[config.mk]
export PLATFORM = sky130hd
export DESIGN_NAME = led_matrix_scanner
export DESIGN_NICKNAME = d
export VERILOG_FILES = /design/src/rtl/led_matrix_scanner.sv
export SDC_FILE = /design/constraint.sdc
export NUM_CORES = 1
export LEC_CHECK = 0
export ABC_CLOCK_PERIOD_IN_PS = 2670
export CAP_MARGIN = 20
export CORE_ASPECT_RATIO = 1.1
export CORE_MARGIN = 2
export CORE_UTILIZATION = 47
export CTS_CLUSTER_DIAMETER = 60
export DETAILED_ROUTE_END_ITERATION = 6
export PLACE_DENSITY = 0.79
export SYNTH_ARGS = -nofsm -noshare
export SYNTH_HDL_FRONTEND = slang
export SYNTH_SLANG_ARGS = --single-unit
[constraint.sdc]
create_clock -name clk -period 2.67 [get_ports clk]
set_clock_uncertainty 0.05 [all_clocks]
set_input_delay 0.534 -clock clk [delete_from_list [all_inputs] [get_ports clk]]
set_output_delay 0.534 -clock clk [all_outputs]
set_load 0.02 [all_outputs]
[src/rtl/led_matrix_scanner.sv]
// led_matrix_scanner: shifts one 24-bit RGB row at a time into a column shift-register
// chain, latches it and lights the matching row for a fixed dwell, cycling rows 0..7.
module led_matrix_scanner #(
  parameter int CLK_DIV     = 2,
  parameter int HOLD_CYCLES = 2000,
  parameter bit ROW_ACT_LOW = 1'b1
) (
  input  logic             clk,
  input  logic             rst_n,
  input  logic             enable,
  input  logic [7:0][23:0] rows,
  output logic             ser_data,
  output logic             ser_clk,
  output logic             ser_latch,
  output logic             oe_n,
  output logic [7:0]       row_sel,
  output logic             busy,
  output logic             frame_done
);

  // state | meaning
  // IDLE  | stopped, columns blanked, no row selected
  // SHIFT | clocking 24 column bits of the next row into the chain
  // LATCH | storage strobe high, columns blanked, new row selected
  // DWELL | new row lit for HOLD_CYCLES
  typedef enum logic [1:0] {IDLE, SHIFT, LATCH, DWELL} state_t;

  localparam int DIV_W  = (CLK_DIV > 1) ? $clog2(CLK_DIV) : 1;
  localparam int HOLD_W = (HOLD_CYCLES > 1) ? $clog2(HOLD_CYCLES) : 1;
  localparam logic [DIV_W-1:0]  DIV_LOAD  = DIV_W'(CLK_DIV - 1);
  localparam logic [HOLD_W-1:0] HOLD_LOAD = HOLD_W'(HOLD_CYCLES - 1);
  localparam logic [4:0]        LAST_BIT  = 5'd23;

  state_t             state_q, state_d;
  logic [2:0]         row_q, row_d;
  logic [4:0]         bit_q, bit_d;
  logic               half_q, half_d;
  logic [DIV_W-1:0]   div_q, div_d;
  logic [HOLD_W-1:0]  hold_q, hold_d;
  logic [7:0][23:0]   buf_q, buf_d;
  logic [2:0]         sel_row_q, sel_row_d;
  logic               sel_on_q, sel_on_d;
  logic [7:0]         row_on;

  always_ff @(posedge clk or negedge rst_n) begin
    if (!rst_n) begin
      state_q <= IDLE;
    end else begin
      state_q <= state_d;
    end
  end

  always_ff @(posedge clk or negedge rst_n) begin
    if (!rst_n) begin
      row_q     <= '0;
      bit_q     <= '0;
      half_q    <= 1'b0;
      div_q     <= '0;
      hold_q    <= '0;
      buf_q     <= '0;
      sel_row_q <= '0;
      sel_on_q  <= 1'b0;
    end else begin
      row_q     <= row_d;
      bit_q     <= bit_d;
      half_q    <= half_d;
      div_q     <= div_d;
      hold_q    <= hold_d;
      buf_q     <= buf_d;
      sel_row_q <= sel_row_d;
      sel_on_q  <= sel_on_d;
    end
  end

  always_comb begin
    state_d    = state_q;
    row_d      = row_q;
    bit_d      = bit_q;
    half_d     = half_q;
    div_d      = div_q;
    hold_d     = hold_q;
    buf_d      = buf_q;
    sel_row_d  = sel_row_q;
    sel_on_d   = sel_on_q;
    frame_done = 1'b0;
    unique case (state_q)
      IDLE: begin
        if (enable) begin
          buf_d   = rows;
          row_d   = '0;
          bit_d   = '0;
          half_d  = 1'b0;
          div_d   = DIV_LOAD;
          state_d = SHIFT;
        end
      end
      SHIFT: begin
        if (div_q == '0) begin
          div_d = DIV_LOAD;
          if (!half_q) begin
            half_d = 1'b1;
          end else begin
            half_d = 1'b0;
            if (bit_q == LAST_BIT) begin
              bit_d     = '0;
              sel_row_d = row_q;
              sel_on_d  = 1'b1;
              state_d   = LATCH;
            end else begin
              bit_d = bit_q + 5'd1;
            end
          end
        end else begin
          div_d = div_q - DIV_W'(1);
        end
      end
      LATCH: begin
        if (div_q == '0) begin
          hold_d  = HOLD_LOAD;
          state_d = DWELL;
        end else begin
          div_d = div_q - DIV_W'(1);
        end
      end
      DWELL: begin
        if (hold_q == '0) begin
          row_d = row_q + 3'd1;
          // Re-snapshot only at the frame boundary so a frame never tears.
          if (row_q == 3'd7) begin
            frame_done = 1'b1;
            buf_d      = rows;
          end
          if (enable) begin
            bit_d   = '0;
            half_d  = 1'b0;
            div_d   = DIV_LOAD;
            state_d = SHIFT;
          end else begin
            sel_on_d = 1'b0;
            state_d  = IDLE;
          end
        end else begin
          hold_d = hold_q - HOLD_W'(1);
        end
      end
      default: state_d = IDLE;
    endcase
  end

  // While the next row shifts in, the previous row stays lit from the storage register.
  assign busy      = (state_q != IDLE);
  assign ser_latch = (state_q == LATCH);
  assign ser_clk   = (state_q == SHIFT) && half_q;
  assign ser_data  = (state_q == SHIFT) ? buf_q[row_q][LAST_BIT - bit_q] : 1'b0;
  assign oe_n      = !((state_q == DWELL) || ((state_q == SHIFT) && sel_on_q));
  assign row_on    = sel_on_q ? (8'd1 << sel_row_q) : 8'd0;
  assign row_sel   = ROW_ACT_LOW ? ~row_on : row_on;

endmodule

======== Word-level counts from Yosys, hierarchy flattened ========
Index checks and enable logic that the tools add are counted.
word-level totals
  word-level logic and storage cells ...... 108
  output and inout port bits .............. 14
  bits in read-only memories .............. 0
  latch bits .............................. 0
  bits in registers ....................... 219
  memories kept ........................... 0
  memory bits (writable) .................. 0
operators by class
  add/subtract/negate cells ............... 5
  $lt $le $gt $ge ......................... 2
  div/mod/pow operators ................... 0
  bitwise operators ....................... 2
  mux-type cells .......................... 49
  equal/unequal tests ..................... 14
  reductions and logical operators ........ 19
  shifts and indexed selects .............. 1
  $mul .................................... 0
operators with widths
  kind                     count
  $mux W192                3
  $pmux W192 S2            1
  $bmux W24 S3             1
  $mux W5                  5
  $mux W24                 1
  $mux W11                 2
  $pmux W11 S2             1
  $mux W1                  19
  $ne A2 B2 Y1 const B     9
  $pmux W5 S3              1
  $mux W2                  6
  $reduce_and A4 Y1        3
  $reduce_and A6 Y1        2
  $logic_not A11 Y1        1
  $sub A11 B1 Y11 const B  1
  $reduce_and A3 Y1        3
  $mux W8                  1
  $not A8 Y8               1
  $pmux W2 S4              1
  $reduce_bool A2 Y1       4
  $shl A1 B3 Y8 const A    1
  $lt A5 B6 Y1 const B     1
  $mux W3                  2
  $pmux W3 S2              1
  19 further kinds         21

======== Longest topological paths before layout ========
  depth after elaboration ................. 5
  mapped depth ............................ 9

======== Worst setup path before layout ========
No wires, ideal clock.
  kind .................................... register -> output
  start point ............................. reg row_q[2]
  end point ............................... out ser_data
  cell stages (with the launch flop) ...... 9
  arrival ................................. 2385 ps
  setup slack ............................. -299 ps
  buffers on the path ..................... 2
  cell sequence ........................... dfrtp_1 -> clkbuf_1 -> inv_1 -> clkbuf_1 -> mux2i_1 -> mux4_2 -> nor2_1 -> o22ai_1 -> o31ai_1
on the way
  cells in the longest elaborated chain, start to end .. 5
ends and longest elaborated chain
  item                            line  source
  start, declared                 35    logic [2:0] row_q, row_d;
  start signal, assigned          64    row_q <= row_d;
  $bmux W24 S3                    154   assign ser_data = (state_q == SHIFT) ? buf_q[row_q][LAST_BIT - bit_q] : 1'b0;
  $mux W24 (not written as such)  154
  $bmux W1 S5                     154
  $mux W1 (not written as such)   154
  $mux W1                         154
  end, declared                   12    output logic ser_data,
Every way passes these cells. The select of a mux whose other input is x is not followed.

======== Worst setup path in the final report ========
  start point ............................. reg row_q[0]
  end point ............................... out ser_data
The elaborated chain is that of the path after synthesis.

==> impl_metrics.ini <==
[drt]
drtPass1Iterations = 4
routed_wl_um = 25400
drc_errors = 0
drt_iter0_drc = 500
vias = 6943
antenna_left = 0
post_drt_via_cell_ratio = 5.46
wire_per_inst_um = 20.0

[layout]
final_common_cell = dfrtp_1
nNetsFinal = 1164
drive_above_1_share_pct = 33.7
final_cell_mix = dfrtp_1, clkdlybuf4s50_1, mux2_2, mux4_2, buf_4
syn_to_final_growth_pct = 35.7
fill_cells = 1610

[synthesis]
synth_top_family_by_area = multiplexers
synth_warnings = 0
synth-async-reset-ratio_pct = 100
synthAdderAreaFrac_pct = 1.20
syn-num-nets = 921
ys_seq_area_share_pct = 52.6
syn-mean-instance-area_um2 = 14.5
synth_edf_count = 0
ys_ff_latch = 219
synth_cell_type_count = 50
synthXorXnorAreaFrac_pct = 0.589
synth_mux_area_share_pct = 34.3
synth_compound_area_share_pct = 3.51
synth_cells = 716
synth-main-ff-cell = dfrtp_1
syn_area_um2 = 10400
yosys.area_share.simple_pct = 4.96

[timing]
fin_ws_ns = -0.737
tightest_slew_ns = 0.713
finalSetupViolCount = 1
rsz0062_at_grt = yes
hold_slack_ns = 0.432
fmax_mhz = 293
hold_violations = 0
drv_slew = 0
fin_crit_sh_pct = 128
min_period_ns = 3.41
relSlewSlack_pct = 52.2
setup_tns_ns = -0.737

[place]
gp_congestion = 0.846
dp_hpwl_um = 18700
port_buffers = 208

[floorplan]
die_y_um = 160
core-area_um2 = 21900
die_w_um = 146
start_util_pct = 47.6
io_pins = 209
fp-row-count = 57
dieArea_um2 = 23400

[run_status]
violations = negative setup slack
status = complete, but fails checks

[pwr]
combinationalPowerShare_pct = 43.4
switching_share_pct = 31.2
pwr-share-seq_pct = 36.3
power_density_nw_per_um2 = 1190
power_frac_clock_pct = 20.3
power.switching_mw = 5.23
internal_power_mw = 11.6
power.ir.vdd_worst_mv = 0.571
leakage_nw = 5.75

[worst_setup_path]
critPathLaunchType = register
crit_path_start = row_q[0]
path_class = register to output port
worst_setup_path_end_kind = output port
cp_max_fo = 8
crit_required_ns = 2.09
crit_arrival_ns = 2.82
worstReg2RegStart = row_q[1]
reg2reg_slack_ns = 0.13

[clocking]
clockBufferDepth = 3
postCtsSetupBuffers = 0
path_clk_slew_ns = 0.06
ctsRootBufferMaster = clkbuf_16
clk_latency_ns = 0.51
h-tree-depth = 1
cts-buffers-inserted = 24
clock_sinks = 219
cts_tree = done

[global_route]
grt_pass1_vias = 7597
antenna_found_initial = 2
track_usage_pct = 22.1
grt.overflow.total = 0
grt_max_degree = 81
grt_pass1_wl_um = 40900

[hold_path]
hold_class = register to register
hp-start = buf_q[150]

[job]
max_cap_violations = 0
-- worst max-delay path, cell delays in order (launching register included) --
cell     delay [ns]
dfrtp_4        0.48
buf_12         0.15
mux4_2         0.49
mux4_2         0.50
mux2i_2        0.20
mux2i_1        0.13
nand4_1        0.13
o31ai_4        0.10
buf_6          0.14
-- per-layer routing --
metal | GRT usage [%] | part of all wire [%]
met1 | 29.2 | 41
met2 | 37.8 | 51
met3 | 4.54 | 6.4
met4 | 5.30 | 1.5
met5 | 0 | 0.055
-- repair_timing --
| action | CTS | global route |
|---|---|---|
| pin swaps | 2 | 2 |
| setup endpoints to repair | 165 | 6 |
| hold buffers | 1 | 0 |
| endpoints found under the hold margin | 12 | 0 |
| resized for setup | 20 | 6 |
-- kinds of logic after synthesis --
| kind of cell | count (synthesis) |
|---|---|
| muxes | 265 |
| buffers and inverters | 58 |
| and+or+nand+nor | 100 |
| AOI/OAI and AO/OA | 57 |
| adders and majority gates | 10 |
| DFF | 219 |
| xor gates and xnor gates | 7 |
-- state kept, by name (all words and copies together) (netlist names) --
signal and flops:
state_q 2, hold_q 11, buf_q 192, div_q 1, row_q 3, bit_q 5, sel_row_q 3, half_q 1
sel_on_q 1
-- power by group through the flow --
stage	clock network, mW	logic [mW]	registers [mW]
2_1_floorplan	0	5.53	5.59
3_3_place_gp	0	7.03	6.10
3_5_place_dp	0	7.27	6.12
4_1_cts	3.48	7.34	6.09
5_1_grt	3.63	7.91	6.30
6_report	3.41	7.30	6.09
-- worst paths after layout --
kind | end | cells after the start
max reg2reg | buf_q[180] | 10
min reg2reg | buf_q[150] | 1
min in group asynchronous | hold_q[3] | 2
max in group asynchronous | buf_q[108] | 3
min | buf_q[150] | 1
max | ser_data | 8
-- layout make-up --
| class | count | area [µm²] | area share (%) |
|---|---|---|---|
| flip-flops and latches | 219 | 5490 | 38.8 |
| multi-input cells | 439 | 4720 | 33.4 |
| repair buffers | 266 | 2710 | 19.2 |
| diodes | 1 | 2.50 | 0.0177 |
| well taps | 295 | 369 | 2.61 |
| clock buffers | 30 | 674 | 4.77 |
| clock inverters | 12 | 141 | 1.00 |
| inverters | 9 | 33.8 | 0.239 |
-- Yosys cell counts (4+ instances only) --
master | count | share of area, %
a21oi_1 | 12 | 0.58
buf_2 | 19 | 0.91
buf_4 | 12 | 0.86
clkbuf_1 | 15 | 0.54
dfrtp_1 | 219 | 53
ha_1 | 10 | 1.2
inv_1 | 9 | 0.32
mux2_1 | 40 | 4.3
mux2_2 | 156 | 17
mux2i_1 | 15 | 1.4
mux4_2 | 54 | 12
nand2_1 | 25 | 0.90
nand3_1 | 14 | 0.67
nand3b_1 | 4 | 0.29
nor2_1 | 26 | 0.94
nor2b_1 | 5 | 0.30
o21ai_0 | 15 | 0.72
xnor2_1 | 6 | 0.50
-- through the flow --
stage / cell area, µm² / util, % / total power, mW / setup WS [ns] / cells
2_1_floorplan: 10500 / - / 11.1 / 0.000382 / 716
3_3_place_gp: 13300 / 60.5 / 13.1 / -0.704 / 1227
3_5_place_dp: 13300 / 60.5 / 13.4 / -0.714 / 1227
4_1_cts: 14100 / 64.4 / 16.9 / -0.794 / 1270
5_1_grt: 14100 / 64.6 / 17.8 / -0.877 / 1270
6_report: 14100 / 64.6 / 16.8 / -0.737 / 1271
No activity file was read; power rests on OpenSTA's default activity.
